--- src/rtl/dpsk_pkg.sv ---
// dpsk_pkg: shared widths, FSM encoding and sizing helper
// for the DPSK differential-coherent demodulator.
package dpsk_pkg;

  localparam int SAMPLE_W = 10;
  localparam int PROD_W   = 20;
  localparam int MIDSCALE = 512;

  localparam logic [1:0] ST_IDLE  = 2'd0;
  localparam logic [1:0] ST_PRIME = 2'd1;
  localparam logic [1:0] ST_RUN   = 2'd2;

  function automatic int acc_width(input int sps);
    return PROD_W + $clog2(sps);
  endfunction

endpackage

--- src/rtl/dpsk_sym_buf.sv ---
// dpsk_sym_buf: SPS-deep read-before-write sample delay line
// with sample counter, wrap and sym_sync realignment.
module dpsk_sym_buf
  import dpsk_pkg::*;
#(
  parameter int SPS = 32
) (
  input  logic                       clk,
  input  logic                       reset_n,
  input  logic [SAMPLE_W-1:0]        sample_i,
  input  logic                       valid_i,
  input  logic                       sync_i,
  output logic signed [SAMPLE_W-1:0] s_o,
  output logic signed [SAMPLE_W-1:0] p_o,
  output logic                       last_sample_o
);

  localparam int CW = (SPS > 1) ? $clog2(SPS) : 1;
  localparam logic [CW-1:0] LAST = CW'(SPS - 1);

  logic [CW-1:0] cnt_q, cnt_d, idx;
  logic signed [SAMPLE_W-1:0] mem_q [SPS];

  // sym_sync pins the current sample to slot 0
  assign idx = sync_i ? '0 : cnt_q;
  assign s_o = {~sample_i[SAMPLE_W-1], sample_i[SAMPLE_W-2:0]};
  assign p_o = mem_q[idx];
  assign last_sample_o = valid_i && (idx == LAST);

  always_comb begin
    cnt_d = cnt_q;
    if (valid_i) begin
      cnt_d = (idx == LAST) ? '0 : idx + 1'b1;
    end
  end

  always_ff @(posedge clk) begin
    if (!reset_n) begin
      cnt_q <= '0;
    end else begin
      cnt_q <= cnt_d;
    end
  end

  always_ff @(posedge clk) begin
    if (reset_n && valid_i) begin
      mem_q[idx] <= s_o;
    end
  end

endmodule

--- src/rtl/dpsk_decode.sv ---
// dpsk_decode: DPSK demodulator, symbol-delay correlate + slice.
// Define DPSK_ERASE_EN to generate the |acc| < THRESH erasure flag.
module dpsk_decode
  import dpsk_pkg::*;
#(
  parameter int SPS    = 32,
  parameter int ACC_W  = 28,
  parameter int THRESH = 0
) (
  input  logic                clk,
  input  logic                reset_n,
  input  logic [SAMPLE_W-1:0] sample_i,
  input  logic                sample_valid_i,
  input  logic                sym_sync_i,
  output logic                bit_out_o,
  output logic                bit_valid_o,
  output logic                locked_o,
  output logic                bit_erasure_o
);

  if (ACC_W < acc_width(SPS) || SPS < 2 || SPS > 256 || THRESH < 0)
  begin : g_bad_cfg
    $error("dpsk_decode: illegal SPS/ACC_W/THRESH");
  end

  logic [1:0] state_q, state_d;
  logic signed [SAMPLE_W-1:0] s, p;
  logic last;
  logic run, abort;
  logic signed [PROD_W-1:0] prod_q, prod_d;
  logic pv_q, pv_d, pl_q, pl_d;
  logic signed [ACC_W-1:0] acc_q, acc_d, acc_fin;
  logic bit_q, bit_d, bv_q, bv_d;

  dpsk_sym_buf #(.SPS(SPS)) u_buf (
    .clk           (clk),
    .reset_n       (reset_n),
    .sample_i      (sample_i),
    .valid_i       (sample_valid_i),
    .sync_i        (sym_sync_i),
    .s_o           (s),
    .p_o           (p),
    .last_sample_o (last)
  );

  assign run   = (state_q == ST_RUN);
  assign abort = run && sample_valid_i && sym_sync_i;
  assign acc_fin = acc_q
    + {{(ACC_W-PROD_W){prod_q[PROD_W-1]}}, prod_q};

  always_comb begin
    state_d = state_q;
    case (state_q)
      ST_IDLE:  if (sample_valid_i) state_d = ST_PRIME;
      ST_PRIME: if (last) state_d = ST_RUN;
      ST_RUN:   if (abort) state_d = ST_PRIME;
      default:  state_d = ST_IDLE;
    endcase
  end

  // a completed symbol still in flight is sliced even if aborted
  always_comb begin
    prod_d = PROD_W'(s) * PROD_W'(p);
    pv_d   = run && sample_valid_i && !sym_sync_i;
    pl_d   = last;
    acc_d  = acc_q;
    bit_d  = bit_q;
    bv_d   = 1'b0;
    if (pv_q) begin
      if (pl_q) begin
        acc_d = '0;
        bit_d = acc_fin[ACC_W-1];
        bv_d  = 1'b1;
      end else begin
        acc_d = acc_fin;
      end
    end
    if (abort) acc_d = '0;
  end

  always_ff @(posedge clk) begin
    if (!reset_n) begin
      state_q <= ST_IDLE;
      prod_q  <= '0;
      pv_q    <= 1'b0;
      pl_q    <= 1'b0;
      acc_q   <= '0;
      bit_q   <= 1'b0;
      bv_q    <= 1'b0;
    end else begin
      state_q <= state_d;
      prod_q  <= prod_d;
      pv_q    <= pv_d;
      pl_q    <= pl_d;
      acc_q   <= acc_d;
      bit_q   <= bit_d;
      bv_q    <= bv_d;
    end
  end

  assign bit_out_o   = bit_q;
  assign bit_valid_o = bv_q;
  assign locked_o    = run;

`ifdef DPSK_ERASE_EN
  localparam logic [ACC_W-1:0] TH_V = ACC_W'(THRESH);
  logic [ACC_W-1:0] mag;
  logic er_q, er_d;

  assign mag = acc_fin[ACC_W-1] ? -acc_fin : acc_fin;

  always_comb begin
    er_d = er_q;
    if (pv_q && pl_q) er_d = (mag < TH_V);
  end

  always_ff @(posedge clk) begin
    if (!reset_n) begin
      er_q <= 1'b0;
    end else begin
      er_q <= er_d;
    end
  end

  assign bit_erasure_o = er_q;
`else
  assign bit_erasure_o = 1'b0;
`endif

endmodule

--- config.mk ---
export PLATFORM = sky130hd
export DESIGN_NAME = dpsk_decode
export DESIGN_NICKNAME = d
export VERILOG_FILES = /design/src/rtl/dpsk_pkg.sv /design/src/rtl/dpsk_sym_buf.sv /design/src/rtl/dpsk_decode.sv
export SDC_FILE = /design/constraint.sdc
export NUM_CORES = 1
export LEC_CHECK = 0
export BUFFER_PORTS_ARGS = -buffer_cell sky130_fd_sc_hd__buf_2
export CAP_MARGIN = 20
export CORE_MARGIN = 2
export CORE_UTILIZATION = 65
export CTS_CLUSTER_SIZE = 12
export DETAILED_ROUTE_END_ITERATION = 8
export PLACE_DENSITY = 0.82
export SLEW_MARGIN = 20
export SYNTH_ARGS = -nofsm -noshare
export SYNTH_HDL_FRONTEND = slang
export SYNTH_SLANG_ARGS = --single-unit
--- constraint.sdc ---
create_clock -name clk -period 20.2 [get_ports clk]
set_clock_uncertainty 0.1 [all_clocks]
set_input_delay 1.01 -clock clk [delete_from_list [all_inputs] [get_ports clk]]
set_output_delay 1.01 -clock clk [all_outputs]
set_load 0.01 [all_outputs]
# ---- Word level (Yosys, flattened, before mapping)
# Memories as Yosys holds them, arrays and structs flattened.
# Index checks and enable logic that the tools add are counted.
dict set report word_totals {
  word_cells 41
  n_memories 1
  ramBits 320
  ff_bits 59
  input_bits 14
}
# memory words word_bits read_ports rd_ports_with_merged_regs wr line
set mem_list {}
lappend mem_list {u_buf.mem_q 32 10 1 0 1 dpsk_sym_buf.sv:22} ;# logic signed [SAMPLE_W-1:0] mem_q [SPS];
dict set report op_classes {
  mux 10
  mul 1
  add_sub_neg 2
  n_eq_ne 6
  bitwise_logic 2
  n_reduce_logical 11
}
# op n
set op_table {}
lappend op_table {{$add 28x28->28} 1}
lappend op_table {{$mux 28} 1}
lappend op_table {{$mul 10x10->20} 1}
lappend op_table {{$mux 5} 2}
lappend op_table {{$mux 2} 3}
lappend op_table {{$pmux 2 s3} 1}
lappend op_table {{$add 5x1->5 const B} 1}
lappend op_table {{$eq 5x5->1 const B} 1}
lappend op_table {{$logic_and 1x1->1} 5}
lappend op_table {{$ne 2x2->1 const B} 2}
lappend op_table {{$reduce_and 2->1} 2}
lappend op_table {{$mux 1} 3}
lappend op_table {{$reduce_and 3->1} 1}
lappend op_table {{$eq 2x1->1 const B} 1}
lappend op_table {{$eq 2x2->1 const B} 1}
lappend op_table {{$logic_not 2->1} 1}
lappend op_table {{$ne 2x1->1 const B} 1}
lappend op_table {{$not 1->1} 2}
lappend op_table {{$reduce_or 2->1} 1}
lappend op_table {{$logic_not 1->1} 1}

# ---- Depth between registers and ports, before layout
dict set report depth {
  depth_word 5
  ltp_mapped 30
}

# ---- Modules after synthesis
# From an unflattened synthesis, not the netlist that was laid out.
dict set report hier_totals {
  cells_unflattened 1708
  hier_area_um2 20444.6
}
# module n_inst area_each_um2 seq_area_each_um2 cells_per_inst
set modules_own_cells {}
lappend modules_own_cells {dpsk_sym_buf 1 13196.4 9709.3 858}
lappend modules_own_cells {dpsk_decode 1 7248.2 1081.0 850}

# ---- Worst setup path after synthesis
# OpenSTA, ideal clock, no wires.
dict set report synth_path {
  path_type {in2reg}
  start {input sym_sync_i}
  end {register prod_q[18]}
  setup_slack_ns 13.050
  cell_stages 24
  required_ns 19.978
  arrival_time_ns 6.928
  setup_time_ns 0.122
  cell_sequence {buf_4 nor2b_4 inv_2 buf_2 buf_2 nor3_1 a31oi_1 nor4_1 buf_2 nand2_1 fa_1 inv_1 fa_1 fa_1 fa_1 inv_1 fa_1 inv_1 ha_1 a2111oi_0 a211oi_1 a31o_2 and2_1 a311o_1}
}
dict set report synth_between {
  elab_chain_len 3
}
# element line
set synth_rtl {}
lappend synth_rtl {{start: declaration} dpsk_decode.sv:14} ;# input logic sym_sync_i,
lappend synth_rtl {{$mux 5} dpsk_sym_buf.sv:25} ;# assign idx = sync_i ? '0 : cnt_q;
lappend synth_rtl {{$mem_v2 32x10} --}
lappend synth_rtl {{$mul 10x10->20} dpsk_decode.sv:63} ;# prod_d = PROD_W'(s) * PROD_W'(p);
lappend synth_rtl {{end signal: assignment} dpsk_decode.sv:92} ;# prod_q <= prod_d;
lappend synth_rtl {{end: declaration} dpsk_decode.sv:30} ;# logic signed [PROD_W-1:0] prod_q, prod_d;
# Every way passes these cells.
# A chain may end at the register's enable or synchronous reset.

# ---- Worst setup path after layout
# Ends and elaborated chain as after synthesis.

==> summary.md <==
| Metric | Value |
|---|---|
| Yosys reg bits | `approximately 380` |
| Worst hold path stage count | `2` |
| Count leader, synth | `edfxtp_1` |
| Syn Nets | `about 1900` |
| Hold path endpoint | `acc_q[3]$_SDFFE_PP0P_` |
| FP Rows | `between 60 and 70` |
| Vias in the first global route | `roughly 13000` |
| Layout cell share with drive strength beyond 1 | `8.590%` |
| Post-CTS resize count | `0` |
| HP Start | `acc_q[3]$_SDFFE_PP0P_` |
| Max-Cap Viols | `0` |
| Post-synth top area share | `between 40 and 50%` |
| CP arrival | `between 8 and 9 ns` |
| Post-synth EDFFs | `between 300 and 400` |
| Hold Crit Class | `reg2reg` |
| DIE HEIGHT | `180.4 um` |
| Final setup viols | `0` |
| I/O pin cnt | `18` |
| RSZ-0062 raised after global routing | `false` |
| Synth Flop Type | `edfxtp_1` |
| Yosys warns | `0` |
| Sink Count | `around 380` |
| Setup slack on the worst flop-to-flop path | `around 12 ns` |
| Placed Area | `slightly above 20000 um^2` |
| Peak Freq | `between 0.1 and 0.15 GHz` |
| First-pass GRT wire length | `~70000 um` |
| Slew margin rel. | `27.54%` |
| DRC | `0` |
| Layout area overhead | `7.160%` |
| Smallest setup slack after layout | `~12 ns` |
| Worst-path clk slew | `0.06 ns` |
| Fin area | `21690 um^2` |
| Worst Setup End Kind | `flop` |
| FF-to-FF End | `prod_q[18]$_SDFF_PN0_` |
| Initial antenna violation count | `3` |
| Largest cells by area after synthesis | `edfxtp_1, fa_1, dfxtp_1` |
| Clk buf depth | `3` |
| Hold buffer count at cts | `0` |
| Die Wd | `180.4 um` |
| Cell taking the most area after synthesis | `edfxtp_1` |
| DP Wirelength | `roughly 29000 um` |
| Total power | `2566 uW` |
| Global route overflow | `0` |
| Worst-path maximum fanout | `just under 80` |
| Async SR Flop Fraction | `0%` |
| Gate Count Post-Synth | `between 1500 and 2000` |
| Post-CTS Setup Inserts | `0` |
| Core area | `around 30000 um^2` |
| Avg Synthesized Cell Area | `12.05 um^2` |
| Die area | `roughly 33000 um^2` |
| TritonCTS buffer count | `39` |
| Endpoints failing hold | `0` |
| P per Cell Area | `118.3 nW/um^2` |
| Number of H-tree levels | `2` |
| DR vias | `approximately 13000` |
| Total wire length | `45230 um` |
| Starting Density | `between 60 and 70%` |
| Drt wl/cell | `21.68 um` |
| Clk root buf | `clkbuf_16` |
| Core Util, Final | `between 70 and 80%` |
| Status | `complete, no violations` |
| Distinct cells, synth | `between 70 and 80` |
| Leak | `~0.0081 uW` |
| RePlAce Congestion | `~0.9` |
| 1st-pass router iterations | `8` |
| GR Util All Layers | `approximately 28%` |
| R2R Path Start | `u_buf.cnt_q[0]$_SDFFE_PN0P_` |
| PortBufs | `16` |
| Worst vdd ir | `0.1115 mV` |
| Least-Margin Pin Slew | `1.083 ns` |
| Depth of the most critical reg-to-reg path | `21` |
| Worst skew pair latency | `approximately 0.55 ns` |
| Vias per inst | `around 6.4` |
| Max Slew Vio Count | `0` |
| Critical path required time | `a little over 20 ns` |
| Min Tclk post-route | `approximately 8.6 ns` |
| Pre-CTS setup slack | `~11 ns` |
| TritonCTS clock tree | `yes` |
| Initial DRC count | `1516` |
| Post-synth top cells | `edfxtp_1, nand2_1, inv_1, fa_1, ha_1` |
| Layout Nets | `~1800` |
| Setup TNS | `0 ns` |
| Period utilization | `a little over two fifths` |
| Crit path kind | `in2reg` |
| Critical path launch point type | `input pin` |
| Sequential share of the synthesized area | `53.32%` |
| Synth Cell Area | `20240 um^2` |
| Largest net degree at the start of global routing | `80` |
| Post-DRT Antenna Nets | `0` |
## sequential cells by signal (all words and copies together) (netlist names)
name	cells
u_buf.cnt_q	5
pv_q	1
prod_q	20
pl_q	1
acc_q	28
bit_out_o	1
u_buf.mem_q	320
state_q	2
bit_valid_o	1
## layout by cell type, fill, tap and decap left out, types with 55 or more instances in the layout
cell type / synthesis / layout
a211oi_1: 57 / 57
a31oi_1: 55 / 55
and2_1: 68 / 68
dfxtp_1: 59 / 58
edfxtp_1: 320 / 320
fa_1: 93 / 93
ha_1: 80 / 80
inv_1: 131 / 131
nand2_1: 211 / 211
nor2_1: 67 / 64
nor2b_1: 60 / 59
## logic make-up after synthesis
family                   after synthesis  share of synthesized area, %
AND/OR/NAND/NOR                      522                         13.06
flip-flops                           379                         53.32
AO/OA/AOI/OAI                        309                         10.92
buffers and inverters                225                         4.742
adder cells (fa/ha/maj)              173                         14.15
XOR/XNOR                              46                         1.991
multiplexers                          24                         1.799
other                                  1                       0.01853
## metal layers
layer / wire [um] / vias up / global-route usage (%)
met1: 18100 / 6504 / 40.72
met5: 0 / - / 0
li1: - / 5967 / -
met2: 21670 / 724 / 44.58
met4: 1018 / 0 / 8.194
met3: 4444 / 74 / 5.053
## report_power, final
group	internal (uW)	switching, uW	leakage, uW
registers	870	12.2	0.00336
logic	453	563	0.00421
clock network	383	285	0.000566
total	1710	860	0.00814
## layout make-up
type	count	area (um^2)
Tap cell	396	495.5
Timing Repair Buffer	31	192.7
Antenna cell	2	5.005
Sequential cell	379	10790
Clock buffer	59	1082
Clock inverter	8	80.08
Inverter	136	511.7
Multi-Input combinational cell	1075	8524
Fill cell	2024	8904
## critical path, cell delays in order
cell,delay [ns]
buf_2,0.32
nor2b_4,0.11
clkinv_2,0.47
buf_4,0.74
a211oi_1,0.12
a31oi_1,0.18
o22ai_1,0.12
nor4_2,0.84
nand2_1,0.26
fa_1,0.64
inv_1,0.12
fa_1,0.50
fa_1,0.55
fa_1,0.50
inv_1,0.05
fa_1,0.47
inv_1,0.04
ha_1,0.35
a2111oi_0,0.59
a211oi_1,0.16
a31o_2,0.28
and2_1,0.17
a311o_1,0.31
## stage by stage
stage / std cells / hold WS, ns
2_1_floorplan: 1679 / 0.3462
3_3_place_gp: 2017 / 0.3599
3_5_place_dp: 2017 / 0.3690
4_1_cts: 2084 / 0.3849
5_1_grt: 2085 / 0.4007
6_report: 2086 / 0.3795
## worst max path at each step
stage | start | to | slack [ns] | cells after the start
after CTS | sym_sync_i | prod_q[18]$_SDFF_PN0_ | 11.66 | 23
after global placement | sym_sync_i | prod_q[18]$_SDFF_PN0_ | 11.48 | 26
after floorplan | sym_sync_i | prod_q[18]$_SDFF_PN0_ | 13.05 | 24
final | sym_sync_i | prod_q[18]$_SDFF_PN0_ | 11.56 | 23
after global routing | sym_sync_i | prod_q[18]$_SDFF_PN0_ | 11.13 | 23
after detailed placement | sym_sync_i | prod_q[18]$_SDFF_PN0_ | 11.13 | 23
(Power assumes the default switching activity.)
